**config.mk**
```make
export PLATFORM = sky130hd
export DESIGN_NAME = servo_pwm_mc
export DESIGN_NICKNAME = d
export VERILOG_FILES = /design/src/rtl/servo_pkg.sv /design/src/rtl/servo_pwm_mc_counter.sv /design/src/rtl/servo_pwm_mc.sv
export SDC_FILE = /design/constraint.sdc
export NUM_CORES = 1
export LEC_CHECK = 0
export CELL_PAD_IN_SITES_DETAIL_PLACEMENT = 1
export CELL_PAD_IN_SITES_GLOBAL_PLACEMENT = 1
export CORE_MARGIN = 2
export CORE_UTILIZATION = 34
export DETAILED_ROUTE_END_ITERATION = 7
export PLACE_DENSITY = 0.68
export SLEW_MARGIN = 15
export SYNTH_ARGS = -nofsm -noshare
export SYNTH_HDL_FRONTEND = slang
export SYNTH_SLANG_ARGS = --single-unit
export TNS_END_PERCENT = 10
```
**constraint.sdc**
```tcl
create_clock -name clk -period 11.4 [get_ports clk]
set_clock_uncertainty 0.05 [all_clocks]
set_input_delay 1.14 -clock clk [delete_from_list [all_inputs] [get_ports clk]]
set_output_delay 1.14 -clock clk [all_outputs]
set_load 0.01 [all_outputs]
```
**src/rtl/servo_pkg.sv**
```systemverilog
// rtl/servo_pkg.sv - frame timing derivations and FSM encoding for servo_pwm_mc
package servo_pkg;

  typedef enum logic {
    S_IDLE   = 1'b0,
    S_UPDATE = 1'b1
  } state_e;

  function automatic int period_f(input int clk_freq, input int pwm_freq);
    return clk_freq / pwm_freq;
  endfunction

  function automatic int min_cyc_f(input int clk_freq, input int min_us);
    return min_us * (clk_freq / 1_000_000);
  endfunction

  function automatic int cyc_per_deg_f(input int clk_freq, input int min_us,
                                       input int max_us, input int max_angle);
    return ((max_us - min_us) * (clk_freq / 1_000_000)) / max_angle;
  endfunction

endpackage

```
**src/rtl/servo_pwm_mc_counter.sv**
```systemverilog
// rtl/servo_pwm_mc_counter.sv - free-running 0..C_MAX-1 frame counter with wrap flag
module servo_pwm_mc_counter #(
  parameter int C_MAX = 20000,
  parameter int W     = 16
) (
  input  logic         clk,
  input  logic         rst_n_a,
  output logic [W-1:0] count_o,
  output logic         wrap_o
);

  logic [W-1:0] count_q, count_d;

  assign wrap_o  = (count_q == W'(C_MAX - 1));
  assign count_o = count_q;

  always_comb begin
    count_d = count_q + 1'b1;
    if (wrap_o) count_d = '0;
  end

  always_ff @(posedge clk or negedge rst_n_a) begin
    if (!rst_n_a) count_q <= '0;
    else          count_q <= count_d;
  end

endmodule

```
**src/rtl/servo_pwm_mc.sv**
```systemverilog
// rtl/servo_pwm_mc.sv - multi-channel servo PWM with per-frame slew-limited angle updates
module servo_pwm_mc
  import servo_pkg::*;
#(
  parameter int CLK_FREQ     = 50_000_000,
  parameter int PWM_FREQ     = 50,
  parameter int N_CH         = 4,
  parameter int ANGLE_W      = 8,
  parameter int MAX_ANGLE    = 180,
  parameter int MIN_PULSE_US = 1000,
  parameter int MAX_PULSE_US = 2000,
  parameter int STEP         = 2,
  parameter int RESET_ANGLE  = 90
) (
  input  logic                                     clk,
  input  logic                                     rst_n_a,
  input  logic                                     wr_valid,
  output logic                                     wr_ready,
  input  logic [((N_CH > 1) ? $clog2(N_CH) : 1)-1:0] wr_ch,
  input  logic [ANGLE_W-1:0]                       wr_angle,
  output logic [N_CH-1:0]                          pwm_out,
  output logic [N_CH-1:0]                          busy,
  output logic                                     frame_tick
);

  localparam int CH_W        = (N_CH > 1) ? $clog2(N_CH) : 1;
  localparam int PERIOD      = period_f(CLK_FREQ, PWM_FREQ);
  localparam int MIN_CYC     = min_cyc_f(CLK_FREQ, MIN_PULSE_US);
  localparam int CYC_PER_DEG = cyc_per_deg_f(CLK_FREQ, MIN_PULSE_US, MAX_PULSE_US, MAX_ANGLE);
  localparam int W           = $clog2(PERIOD) + 1;

  localparam logic [ANGLE_W-1:0] MAX_A   = ANGLE_W'(MAX_ANGLE);
  localparam logic [ANGLE_W-1:0] RESET_A = ANGLE_W'(RESET_ANGLE);
  localparam logic [ANGLE_W-1:0] STEP_A  = ANGLE_W'(STEP);

  if (MIN_CYC + MAX_ANGLE * CYC_PER_DEG >= PERIOD) begin : g_err_width
    $error("servo_pwm_mc: widest pulse does not fit inside one frame");
  end
  if (N_CH >= MIN_CYC || N_CH < 1 || N_CH > 16) begin : g_err_nch
    $error("servo_pwm_mc: N_CH out of range");
  end

  function automatic logic [W-1:0] width_f(input logic [ANGLE_W-1:0] a);
    return W'(MIN_CYC) + W'(a) * W'(CYC_PER_DEG);
  endfunction

  function automatic logic [ANGLE_W-1:0] step_f(input logic [ANGLE_W-1:0] c,
                                                input logic [ANGLE_W-1:0] t);
    logic [ANGLE_W-1:0] nxt;
    nxt = t;
    if (STEP != 0) begin
      if (t > c && (t - c) > STEP_A)      nxt = c + STEP_A;
      else if (c > t && (c - t) > STEP_A) nxt = c - STEP_A;
    end
    return nxt;
  endfunction

  logic [W-1:0] count;
  logic         wrap;

  servo_pwm_mc_counter #(
    .C_MAX (PERIOD),
    .W     (W)
  ) u_frame_cnt (
    .clk     (clk),
    .rst_n_a (rst_n_a),
    .count_o (count),
    .wrap_o  (wrap)
  );

  state_e          state_q, state_d;
  logic [CH_W-1:0] idx_q, idx_d;
  logic            upd_en;

  always_ff @(posedge clk or negedge rst_n_a) begin
    if (!rst_n_a) begin
      state_q <= S_IDLE;
      idx_q   <= '0;
    end else begin
      state_q <= state_d;
      idx_q   <= idx_d;
    end
  end

  // One channel per cycle, starting the cycle after count 0
  always_comb begin
    state_d = state_q;
    idx_d   = idx_q;
    upd_en  = 1'b0;
    case (state_q)
      S_IDLE: begin
        if (count == '0) begin
          state_d = S_UPDATE;
          idx_d   = '0;
        end
      end
      S_UPDATE: begin
        upd_en = 1'b1;
        if (idx_q == CH_W'(N_CH - 1)) state_d = S_IDLE;
        else                          idx_d   = idx_q + 1'b1;
      end
      default: state_d = S_IDLE;
    endcase
  end

  assign wr_ready = (state_q == S_IDLE);

  logic [ANGLE_W-1:0] target_q [N_CH];
  logic [ANGLE_W-1:0] target_d [N_CH];
  logic [ANGLE_W-1:0] cur_q    [N_CH];
  logic [ANGLE_W-1:0] cur_d    [N_CH];
  logic [W-1:0]       shadow_q [N_CH];
  logic [W-1:0]       shadow_d [N_CH];
  logic [W-1:0]       act_q    [N_CH];
  logic [W-1:0]       act_d    [N_CH];
  logic [N_CH-1:0]    pwm_q, busy_q;
  logic               tick_q;

  // Writes are only accepted outside UPDATE, so they never race a channel update
  always_comb begin
    target_d = target_q;
    cur_d    = cur_q;
    shadow_d = shadow_q;
    act_d    = act_q;
    for (int i = 0; i < N_CH; i++) begin
      if (wr_valid && wr_ready && wr_ch == CH_W'(i))
        target_d[i] = (wr_angle > MAX_A) ? MAX_A : wr_angle;
      if (upd_en && idx_q == CH_W'(i)) begin
        cur_d[i]    = step_f(cur_q[i], target_q[i]);
        shadow_d[i] = width_f(step_f(cur_q[i], target_q[i]));
      end
      if (wrap) act_d[i] = shadow_q[i];
    end
  end

  always_ff @(posedge clk or negedge rst_n_a) begin
    if (!rst_n_a) begin
      for (int i = 0; i < N_CH; i++) begin
        target_q[i] <= RESET_A;
        cur_q[i]    <= RESET_A;
        shadow_q[i] <= width_f(RESET_A);
        act_q[i]    <= width_f(RESET_A);
      end
      pwm_q  <= '0;
      busy_q <= '0;
      tick_q <= 1'b0;
    end else begin
      for (int i = 0; i < N_CH; i++) begin
        target_q[i] <= target_d[i];
        cur_q[i]    <= cur_d[i];
        shadow_q[i] <= shadow_d[i];
        act_q[i]    <= act_d[i];
        // Pulse spans counts 0..act_w inclusive
        pwm_q[i]    <= (count <= act_q[i]);
        busy_q[i]   <= (cur_q[i] != target_q[i]);
      end
      tick_q <= (count == '0);
    end
  end

  assign pwm_out    = pwm_q;
  assign busy       = busy_q;
  assign frame_tick = tick_q;

endmodule

```
# Word level (Yosys, flattened, before mapping)

Index checks and enable logic that the tools add are counted.

Bits in registers: 265
Latch bits: 0
Bits in writable memories: 0
Memory bits (read-only): 0
Input bits: 13
Output and inout bits: 10
Logic and storage cells: 125
Memories kept: 0

$add $sub $neg: 22
$mul: 4
Divide/modulo/power cells: 0
Order comparisons: 21
Equal/unequal tests: 13
Shifts and indexed selects: 0
Muxes and demuxes: 21
Bitwise logic cells: 1
Reductions and logical operators: 21

Operator list:

| cell                                                                             | count |
|---|---|
| 8-bit two-way mux                                                                | 13 |
| 21-bit less-or-equal comparator                                                  | 4 |
| 16-bit by 17-bit adder with 18-bit output (first input constant)                 | 4 |
| 8-bit by 9-bit multiplier with 17-bit output (second input constant)             | 4 |
| 8-bit by 2-bit greater-than comparator with 1-bit output (second input constant) | 8 |
| 8-bit greater-than comparator                                                    | 8 |
| 8-bit subtractor                                                                 | 8 |
| 8-bit by 2-bit adder with 8-bit output (second input constant)                   | 4 |
| 8-bit inequality test                                                            | 4 |
| 8-bit by 2-bit subtractor with 8-bit output (second input constant)              | 4 |
| 21-bit by 1-bit adder with 21-bit output (second input constant)                 | 1 |
| 21-bit by 20-bit equality test with 1-bit output (second input constant)         | 1 |
| 21-bit zero test                                                                 | 1 |
| 21-bit two-way mux                                                               | 1 |
| 1-bit logical AND                                                                | 17 |
| 2-bit equality test (second input constant)                                      | 4 |
| 8-bit greater-than comparator (second input constant)                            | 1 |
| 2-bit by 1-bit equality test with 1-bit output (second input constant)           | 2 |
| 2-bit zero test                                                                  | 2 |
| 2-bit two-way mux                                                                | 2 |
| 2-bit case mux with 2 select lines                                               | 1 |
| 1-bit two-way mux                                                                | 3 |
| 2-bit by 1-bit adder with 2-bit output (second input constant)                   | 1 |
| 2-bit by 1-bit inequality test with 1-bit output (second input constant)         | 1 |
| 4 further kinds                                                                  | 4 |

# Longest topological paths before layout

Gate-level depths: netlist of the first run.

Word-level depth: 8
Gate-level depth with buffers: 30

# By module

Synthesis of the first run repeated with hierarchy kept, for this count alone.

Cells, all modules: 2,207
Area total of the unflattened synthesis: 19,562.5 um^2

Modules (own cells, without submodules):

| module               | instances | cells an instance | area each (um^2) |
|---|---|---|---|
| servo_pwm_mc         | 1         | 2,112             | 18,512.8 |
| servo_pwm_mc_counter | 1         | 95                | 1,049.8 |

# Least setup slack after synthesis of the first run

No wires, ideal clock.

Kind: reg-to-reg
Start: reg cur_q[25] in the netlist's numbering
End: reg shadow_q[80] in the netlist's numbering
Arrival time: 6,309 ps
Data required time: 11,226 ps
Path slack: 4,917 ps
Stages on the path, launching flop included: 25
Period minus slack after synthesis: 6,483 ps
Cell sequence: dfstp_2 -> inv_1 -> fa_1 -> xor2_1 -> a221oi_1 -> nand3_1 -> o31ai_4 -> nand2b_1 -> o221a_2 -> o22ai_1 -> inv_1 -> fa_1 -> inv_1 -> fa_1 -> ha_1 -> ha_1 -> or2_2 -> a21oi_1 -> a21oi_1 -> a211o_1 -> a21o_1 -> a21oi_1 -> nand2b_1 -> a21oi_1 -> o31a_1

Longest elaborated chain between the ends: 8

RTL lines:

| what                                                     | RTL line            | source |
|---|---|---|
| from (decl)                                              | servo_pwm_mc.sv:110 | `logic [ANGLE_W-1:0] cur_q [N_CH];` |
| from (signal, indexed assignment)                        | servo_pwm_mc.sv:150 | `cur_q[i] <= cur_d[i];` |
| 8-bit subtractor                                         | servo_pwm_mc.sv:53  | `else if (c > t && (c - t) > STEP_A) nxt = c - STEP_A;` |
| 8-bit by 2-bit greater-than comparator with 1-bit output | servo_pwm_mc.sv:53  |  |
| 1-bit logical AND                                        | servo_pwm_mc.sv:53  |  |
| 8-bit two-way mux                                        | servo_pwm_mc.sv:53  |  |
| 8-bit two-way mux (*)                                    | servo_pwm_mc.sv:52  | `if (t > c && (t - c) > STEP_A) nxt = c + STEP_A;` |
| 8-bit two-way mux (*)                                    | servo_pwm_mc.sv:128 | `if (upd_en && idx_q == CH_W'(i)) begin` |
| 8-bit by 9-bit multiplier with 17-bit output (*)         | servo_pwm_mc.sv:44  | `return W'(MIN_CYC) + W'(a) * W'(CYC_PER_DEG);` |
| 16-bit by 17-bit adder with 18-bit output (*)            | servo_pwm_mc.sv:44  |  |
| to (signal, indexed assignment)                          | servo_pwm_mc.sv:141 | `shadow_q[i] <= width_f(RESET_A);` |
| to (signal, indexed assignment)                          | servo_pwm_mc.sv:151 | `shadow_q[i] <= shadow_d[i];` |
| to (decl)                                                | servo_pwm_mc.sv:112 | `logic [W-1:0] shadow_q [N_CH];` |

Every way passes the cells marked *; elsewhere a longest branch is shown, timed or not. The select of a mux whose other input is x is not followed.
A chain may end at the register's enable or synchronous reset.

# Final worst setup path of the first run

Start: reg target_q[1] in the netlist's numbering
End: reg shadow_q[17] in the netlist's numbering

Longest elaborated chain between the ends: 8

RTL lines:

| what                                                     | RTL line            | source |
|---|---|---|
| from (decl)                                              | servo_pwm_mc.sv:108 | `logic [ANGLE_W-1:0] target_q [N_CH];` |
| from (signal, indexed assignment)                        | servo_pwm_mc.sv:149 | `target_q[i] <= target_d[i];` |
| 8-bit subtractor                                         | servo_pwm_mc.sv:53  |  |
| 8-bit by 2-bit greater-than comparator with 1-bit output | servo_pwm_mc.sv:53  |  |
| 1-bit logical AND                                        | servo_pwm_mc.sv:53  |  |
| 8-bit two-way mux                                        | servo_pwm_mc.sv:53  |  |
| 8-bit two-way mux (*)                                    | servo_pwm_mc.sv:52  |  |
| 8-bit two-way mux (*)                                    | servo_pwm_mc.sv:128 |  |
| 8-bit by 9-bit multiplier with 17-bit output (*)         | servo_pwm_mc.sv:44  |  |
| 16-bit by 17-bit adder with 18-bit output (*)            | servo_pwm_mc.sv:44  |  |

Marked as above.

==> results of run 1 <==
-- metal layers --
layer / up-vias / global-route usage
met5: - / 0
met4: 0 / 0.03605
met3: 63 / 0.01807
met2: 200 / 0.3184
met1: 7908 / 0.2528
li1: 7579 / -
-- per-stage QoR --
| stage | hold slack [ns] | std cells | instance area, um2 |
|---|---|---|---|
| 4_1_cts | 0.4215 | 2941 | 21450 |
| 5_1_grt | 0.4443 | 2941 | 21450 |
| 6_report | 0.4201 | 2941 | 21450 |
| 3_5_place_dp | 0.4125 | 2886 | 20480 |
| 3_3_place_gp | 0.4102 | 2886 | 20480 |
| 2_1_floorplan | 0.3913 | 2160 | 19510 |
-- flip-flops by register name, indices dropped and copies added, names as in the netlist --
| name | flops |
|---|---|
| act_q | 72 |
| shadow_q | 64 |
| cur_q | 32 |
| target_q | 32 |
| u_frame_cnt.count_o | 21 |
| busy | 4 |
| pwm_out | 4 |
| idx_q | 2 |
| frame_tick | 1 |
| state_q | 1 |
-- worst max-delay path, cell delays in order, from the launching register on --
cell	delay (ns)
dfstp_2	0.61
inv_1	0.10
fa_1	0.47
a21o_1	0.21
a21oi_2	0.17
mux2i_1	0.13
a2111oi_4	0.37
o211ai_1	0.22
a22oi_1	0.86
a221o_1	0.38
or2_1	0.20
inv_1	0.12
ha_1	0.30
inv_1	0.05
fa_1	0.48
inv_1	0.04
ha_1	0.29
ha_1	0.30
ha_1	0.34
nand2_1	0.08
o21ai_0	0.14
or4_1	0.46
a31oi_1	0.22
a21oi_1	0.16
nand2_1	0.14
nand3_1	0.08
or3_1	0.35
nand3_1	0.07
-- cell usage in the layout (no fill, tap or decap), types with 23 or more instances in the layout --
master / count
nor2b_1: 23
inv_1: 264
xor2_1: 34
a21oi_1: 99
xnor2_1: 37
o21a_1: 24
nor3_1: 35
o21ai_0: 194
dfrtp_1: 149
nand2_1: 234
a21o_1: 42
nand3_1: 48
and3_1: 23
nand4_1: 32
ha_1: 294
mux2_2: 42
nor2_1: 87
fa_1: 46
clkbuf_16: 31
dfstp_2: 84
-- layout make-up --
class | instances | area share
Timing Repair Buffer | 31 | 0.01365
Sequential cell | 233 | 0.2768
Clock inverter | 12 | 0.004550
Clock buffer | 43 | 0.04060
Tap cell | 756 | 0.04410
Inverter | 267 | 0.04673
Multi-Input combinational cell | 1599 | 0.5736
-- worst min-delay path by stage --
stage	startpoint	end	slack, ns	depth (start not counted)
3_5_place_dp	shadow_q[16]	shadow_q[16]	0.41	2
4_1_cts	shadow_q[16]	shadow_q[16]	0.42	2
6_report	shadow_q[74]	act_q[74]	0.42	2
2_1_floorplan	shadow_q[80]	act_q[80]	0.39	2
3_3_place_gp	shadow_q[66]	act_q[66]	0.41	2
5_1_grt	shadow_q[49]	act_q[49]	0.44	2
-- kinds of logic after synthesis --
| logic type | after synthesis | share of synthesized area |
|---|---|---|
| AOI/OAI and AO/OA | 563 | 0.1915 |
| xor gates and xnor gates | 71 | 0.03188 |
| adders and majority gates | 340 | 0.2358 |
| buffers and inverters | 328 | 0.06555 |
| DFF | 233 | 0.3043 |
| muxes | 52 | 0.02950 |
| and+or+nand+nor | 573 | 0.1415 |
==> out/summary.txt, run 1 <==
Status - finished, final reports clean
Post-Route Utilization - 0.3789
Main synth FF type - dfrtp_1
Sequential share of the synthesized area - 0.3043
Post-Syn Nets - 2513
Max FO, Critical Path - 11
Post-synth top area share - 0.1911
Die Width - 243.5 um
Post-layout min period - 7.427 ns
Worst min-delay path class - reg -> reg
Reg2Reg Launch Point - target_q[1]
Most common cell in the netlist - ha_1
Ports - 23
Hpwl dp - 41000 um
IO Port Bufs - 22
Wire length per cell - 18.35 um
Setup bufs post-CTS - 0
Initial DRT Pass Iterations - 5
Slew HR - 0.1905
Storage element area - 0.005936 mm2
CTS sink count - 233
# rows - 87
Post-synthesis register bit count - 233
Root Buffer - clkbuf_16
Tcrit/Tclk final - 0.6515
Initial antenna violation count - 4
Mapped Cells - 2160
Gr ovfl total - 0
Layout cell share with drive strength beyond 1 - 0.1080
Crit start category - register
Critical path type - reg -> reg
Global-route usage over all layers - 0.1850
Async set or reset register ratio after synthesis - 1.000
Worst R2R Setup Slack - 3.97 ns
RSZ-0062 raised after global routing - false
Skew-Pair Late Insertion Delay - 0.58 ns
Critical path data required time - 11.86 ns
CTS H-Tree Depth - 1
Area taken by multi-input logic gates - 0.01230 mm2
Vias per inst - 5.355
Post-synth EDFFs - 0
Setup WS pre-CTS - 3.960 ns
Initial Util - 0.3446
Commonest cells in the netlist - 294 x ha_1, 264 x inv_1, 234 x nand2_1
Largest net degree at the start of global routing - 100
Max Clock Freq - 134.6 MHz
DR WL met2 - 25630 um
Routed via count - 15.75k
Fin nets - 2515
Placer Congestion - 0.8571
Max-slew violations - 0
Met1 WL - 25810 um
Die area - 0.05931 mm2
WL final - 53960 um
Vias in the first global route - 16.92k
YS warnings - 0
Setup TNS - 0 ns
R2R cell count - 27
Final Hold Fails - 0
Longest Clk Path Bufs - 3
# DRC - 0
Core Region - 0.05660 mm2
Metal3 WL - 1515 um
Syn Area/Cell - 9.031 um2
ANT nets after route - 0
Max-Cap Viols - 0
N_diodes - 0
Worst-margin pin slew - 1.214 ns
Worst Setup EP - shadow_q[17]
Crit. Startpoint - target_q[1]
Clock transition at path regs - 0.06 ns
FF-to-FF End - shadow_q[17]
Synth area leaders - dfrtp_1 19%, ha_1 19%, dfstp_2 11%, inv_1 5.1%, o21ai_0 5.0%
# resized after CTS - 0
Largest area contributor in the synthesized netlist - dfrtp_1
Number of fill cells in the layout - 6660
Final setup viols - 0
Iteration-0 DRC Markers - 776
Hold Buf Count CTS - 0
Critical path endpoint category - register
Die Ht - 243.5 um
Layout area overhead - 9.942%
Mapped Area - 0.01951 mm2
CTS tree - built
CP Data Arrival Time - 7.89 ns
Yosys cell types - 91
First-pass GRT wire length - 90370 um
TritonCTS Buffers - 30
PnR worst setup slack - 3.973 ns
Top sig layer - met4
Power of run 1 is left out: the tool's default activity adds up to more than one toggle a clock period on the data nets, which glitch-free logic cannot reach.
==> inputs of run 2 (changes only) <==
Settings changed: PLACE_DENSITY 0.68 to 0.7.
Clock period 11.4 ns to 6.75 ns, I/O delays scaled along.
==> out/summary.txt, run 2 (synthesis results as in run 1) <==
IO Port Bufs - 22 (unchanged)
Ports - 23 (unchanged)
Commonest non-fill, non-tap cell in the layout - ha_1 (unchanged)
Initial DRT Pass Iterations - 5 (unchanged)
Layout cell share with drive strength beyond 1 - 0.1862 (was 0.1080)
TritonCTS Buffers - 28 (was 30)
Setup TNS - 0 ns (unchanged)
Storage element area - 0.005936 mm2 (unchanged)
Design area - 0.02293 mm2 (was 0.02145 mm2)
Skew-Pair Late Insertion Delay - 0.57 ns (was 0.58 ns)
Status - finished, final reports clean (unchanged)
Hpwl dp - 42220 um (was 41000 um)
Non-Filler Instances - 3057 (was 2941)
Fin nets - 2630 (was 2515)
Vias in the first global route - 17.44k (was 16.92k)
Max FO, Critical Path - 6 (was 11)
Critical path type - reg -> reg (unchanged)
Root Buffer - clkbuf_16 (unchanged)
# rows - 87 (unchanged)
Max-Cap Viols - 0 (unchanged)
Global-route usage over all layers - 0.1885 (was 0.1850)
Critical path data required time - 7.14 ns (was 11.86 ns)
Max Clock Freq - 152.1 MHz (was 134.6 MHz)
Clock transition at path regs - 0.06 ns (about the same)
Post-Place Cells - 2968 (was 2886)
Longest Clk Path Bufs - 3 (unchanged)
CTS sink count - 233 (unchanged)
Die area - 0.05931 mm2 (unchanged)
Setup WS pre-CTS - -0.1621 ns (was 3.960 ns)
Final setup viols - 0 (unchanged)
DP Area - 0.02112 mm2 (was 0.02048 mm2)
Core Region - 0.05660 mm2 (unchanged)
Die Ht - 243.5 um (unchanged)
Initial antenna violation count - 6 (was 4)
# DRC - 0 (unchanged)
Slowest CP cell - dfstp_2 (was a22oi_1)
Most frequent cells in the layout - 283 x ha_1, 260 x inv_1, 230 x nand2_1 (was 294 x ha_1, 264 x inv_1, 234 x nand2_1)
Routed via count - 16.23k (was 15.75k)
RSZ-0062 raised after global routing - true (was false)
Vias per inst - 5.308 (was 5.355)
Area taken by multi-input logic gates - 0.01276 mm2 (was 0.01230 mm2)
Worst-margin pin slew - 1.138 ns (was 1.214 ns)
Worst min-delay path class - in -> async (was reg -> reg)
Number of fill cells in the layout - 6613 (was 6660)
Tcrit/Tclk final - 0.9740 (was 0.6515)
Initial Util - 0.3446 (unchanged)
Most flop-heavy register - act_q (unchanged)
Wire length per cell - 18.34 um (was 18.35 um)
CP peak stage delay - 0.63 ns (was 0.86 ns)
Critical path endpoint category - register (unchanged)
Final Hold Fails - 0 (unchanged)
R2R cell count - 28 (was 27)
Biggest regs - act_q x72, shadow_q x64 (unchanged)
Gr ovfl total - 0 (unchanged)
CTS H-Tree Depth - 1 (unchanged)
PnR worst setup slack - 0.1755 ns (was 3.973 ns)
Iteration-0 DRC Markers - 824 (was 776)
Placer Congestion - 0.8923 (was 0.8571)
Crit start category - register (unchanged)
Post-layout min period - 6.575 ns (was 7.427 ns)
ANT nets after route - 0 (unchanged)
WL final - 56060 um (was 53960 um)
First-pass GRT wire length - 92200 um (was 90370 um)
Die Width - 243.5 um (unchanged)
Layout area overhead - 17.56% (was 9.942%)
Slew HR - 0.2415 (was 0.1905)
Max-slew violations - 0 (unchanged)
Largest net degree at the start of global routing - 142 (was 100)
CTS tree - built (unchanged)
Max reg flops - 72 (unchanged)
CP Data Arrival Time - 6.96 ns (was 7.89 ns)
==> run 2: worst paths after layout <==
check	from	endpoint	slack, ns
setup reg to reg	cur_q[11]	shadow_q[38]	0.18
setup / recovery	cur_q[11]	shadow_q[38]	0.18
max in group asynchronous	rst_n_a	busy[0]	5.37
min in group clk	shadow_q[7]	shadow_q[7]	0.43
hold reg to reg	shadow_q[7]	shadow_q[7]	0.43
hold / removal	rst_n_a	cur_q[7]	0.03
==> run 2: stage by stage <==
step,hold WS [ns],util
6_report,0.02982,0.4051
5_1_grt,0.07220,0.4050
4_1_cts,0.09038,0.3929
3_5_place_dp,0.4173,0.3731
3_3_place_gp,0.4073,0.3731
2_1_floorplan,0.3294,-
==> run 2: worst max-delay path, delay by kind of cell, from the launching register on <==
family	cells	cell delay [ns]
and+or+nand+nor	11	2.11
adders and majority gates	6	1.96
AOI/OAI and AO/OA	6	1.19
DFF	1	0.63
buffers and inverters	5	0.51
==> run 2: final cells by class <==
cell class	instances	area share
timing repair buffer	148	0.05303
multi-input combinational	1599	0.5565
clock inverter	17	0.01189
clock buffer	35	0.03437
inverter	267	0.04387
tap	756	0.04125
antenna	2	0.0002182
sequential	233	0.2588
==> run 2: routing by layer <==
| layer | track usage | vias up | routed length [um] |
|---|---|---|---|
| li1 | - | 7814 | - |
| met1 | 0.2489 | 8050 | 25870 |
| met2 | 0.3187 | 267 | 26670 |
| met3 | 0.03029 | 95 | 1898 |
| met4 | 0.05183 | 2 | 1608 |
| met5 | 0 | - | 13 |
==> run 2: what timing repair did <==
item,4_1_cts,5_1_grt
resized for setup,14,90
hold buffers,0,0
setup buffers,2,33
endpoints found under the setup margin,6,18
pin swaps,2,35
Power of run 2 is left out for the same reason.
==> inputs of run 3 (changes only) <==
Settings changed: CAP_MARGIN from default to 20, REMOVE_ABC_BUFFERS from default to 1.
==> out/summary.txt, run 3 (synthesis results as in run 1) <==
Slew HR - 0.3703 (was 0.2415)
CTS sink count - 233 (unchanged)
Tcrit/Tclk final - 0.9670 (was 0.9740)
CTS H-Tree Depth - 1 (unchanged)
WL final - 56210 um (was 56060 um)
Global-route usage over all layers - 0.1882 (was 0.1885)
Fin nets - 2629 (was 2630)
Hold_ws - 0.08657 ns (was 0.02982 ns)
Crit start category - register (unchanged)
Max-Cap Viols - 0 (unchanged)
Area taken by multi-input logic gates - 0.01281 mm2 (was 0.01276 mm2)
N_diodes - 0 (was 2)
Critical path data required time - 7.16 ns (was 7.14 ns)
Status - finished, final reports clean (unchanged)
Layout area overhead - 17.39% (was 17.56%)
Worst min-delay path class - in -> async (unchanged)
Largest net degree at the start of global routing - 130 (was 142)
Biggest regs - act_q x72, shadow_q x64 (unchanged)
Critical path buffers and inverters - 5 (unchanged)
Die Ht - 243.5 um (unchanged)
IO Port Bufs - 22 (unchanged)
Skew-Pair Late Insertion Delay - 0.57 ns (about the same)
Final Hold Fails - 0 (unchanged)
Vias in the first global route - 17.61k (was 17.44k)
Most flop-heavy register - act_q (unchanged)
Placer Congestion - 0.8642 (was 0.8923)
TritonCTS Buffers - 29 (was 28)
Gr ovfl total - 0 (unchanged)
Post-layout min period - 6.527 ns (was 6.575 ns)
Slowest CP cell - dfstp_2 (unchanged)
Core Region - 0.05660 mm2 (unchanged)
Root Buffer - clkbuf_16 (unchanged)
Hpwl dp - 42070 um (was 42220 um)
Most frequent cells in the layout - 275 x ha_1, 262 x inv_1, 232 x nand2_1 (was 283 x ha_1, 260 x inv_1, 230 x nand2_1)
Number of fill cells in the layout - 6623 (was 6613)
Layout cell share with drive strength beyond 1 - 0.1884 (was 0.1862)
Initial DRT Pass Iterations - 4 (was 5)
# DRC - 0 (unchanged)
Clock transition at path regs - 0.06 ns (about the same)
Vias per inst - 5.333 (was 5.308)
Final setup viols - 0 (unchanged)
ANT nets after route - 0 (unchanged)
# rows - 87 (unchanged)
Wire length per cell - 18.40 um (was 18.34 um)
Max-slew violations - 0 (unchanged)
Critical path's top delay family - adder cells (was simple AND/OR/NAND/NOR gates)
First-pass GRT wire length - 92010 um (was 92200 um)
Max FO, Critical Path - 7 (was 6)
Initial Util - 0.3446 (unchanged)
Critical path endpoint category - register (unchanged)
Storage element area - 0.005936 mm2 (unchanged)
Iteration-0 DRC Markers - 707 (was 824)
Initial antenna violation count - 2 (was 6)
CTS tree - built (unchanged)
Critical path type - reg -> reg (unchanged)
CP peak stage delay - 0.54 ns (was 0.63 ns)
Ports - 23 (unchanged)
Max Clock Freq - 153.2 MHz (was 152.1 MHz)
CP Data Arrival Time - 6.93 ns (was 6.96 ns)
RSZ-0062 raised after global routing - true (unchanged)
Commonest non-fill, non-tap cell in the layout - ha_1 (unchanged)
Post-Route Utilization - 0.4046 (was 0.4051)
Max reg flops - 72 (unchanged)
Die area - 0.05931 mm2 (unchanged)
PnR worst setup slack - 0.2230 ns (was 0.1755 ns)
Die Width - 243.5 um (unchanged)
Setup WS pre-CTS - -0.2504 ns (was -0.1621 ns)
Longest Clk Path Bufs - 3 (unchanged)
Routed via count - 16.29k (was 16.23k)
Worst-margin pin slew - 0.9427 ns (was 1.138 ns)
[run 3: cell count changes in the layout (fill, tap and decap cells not counted), sizes merged]
| cell | before | now |
|---|---|---|
| buf | 127 | 125 |
| bufinv | 7 | 5 |
| clkbuf | 35 | 42 |
| clkinv | 6 | 3 |
| clkinvlp | 3 | 2 |
| diode | 2 | 0 |
[run 3: area by class of cell]
class	instances	area share
inverter	267	0.04377
sequential	233	0.2592
clock inverter	11	0.008414
timing repair buffer	146	0.05152
clock buffer	42	0.03644
multi-input combinational	1599	0.5593
tap	756	0.04131
[run 3: stage by stage]
stage	cell area [um2]	setup TNS [ns]	instances
2_1_floorplan	19230	-15.11	2099
4_1_cts	22250	-0.01308	3030
3_3_place_gp	21160	-0.1055	2975
5_1_grt	22900	-0.9446	3054
3_5_place_dp	21170	-0.5094	2975
6_report	22900	0	3054
[run 3: layer usage]
layer	vias to the layer above	wire length, um	global-route usage
met4	0	1239	0.04071
met3	72	1593	0.02137
li1	7807	-	-
met5	-	0	0
met2	193	27810	0.3354
met1	8216	25560	0.2441
[run 3: final timing paths]
check | slack [ns] | cells after the start | from | to
worst min-delay path | 0.09 | 1 | rst_n_a | shadow_q[17]
worst min register to register | 0.42 | 2 | shadow_q[79] | shadow_q[79]
min in group clk | 0.42 | 2 | shadow_q[79] | shadow_q[79]
worst max register to register | 0.22 | 27 | target_q[9] | shadow_q[38]
worst max-delay path | 0.22 | 27 | target_q[9] | shadow_q[38]
max in group asynchronous | 5.39 | 2 | rst_n_a | target_q[31]
[run 3: worst reg2reg max path, cell delays in order, from the launching register on]
cell and delay, ns:
dfstp_2 0.54, inv_1 0.07, fa_1 0.46, a21o_1 0.17, a21o_1 0.20, a211oi_2 0.21, a21oi_1 0.09, o41ai_4 0.35
buf_6 0.19, a21oi_4 0.06, a221o_1 0.35, a21oi_2 0.15, buf_4 0.15, ha_1 0.14, inv_1 0.05, fa_1 0.49
inv_1 0.05, fa_1 0.47, ha_1 0.32, ha_1 0.24, or3_1 0.37, o211ai_1 0.19, nand3_1 0.11, nor4_1 0.33
or3b_4 0.24, nor3_1 0.05, a221oi_1 0.22, nand2_1 0.08
[run 3: repair_timing]
item | in CTS | in global routing
resized for setup | 13 | 97
setup buffers | 2 | 24
hold buffers | 0 | 0
pin swaps | 3 | 24
cloned | 0 | 0
setup endpoints to repair | 6 | 20
Power of run 3 is left out for the same reason.
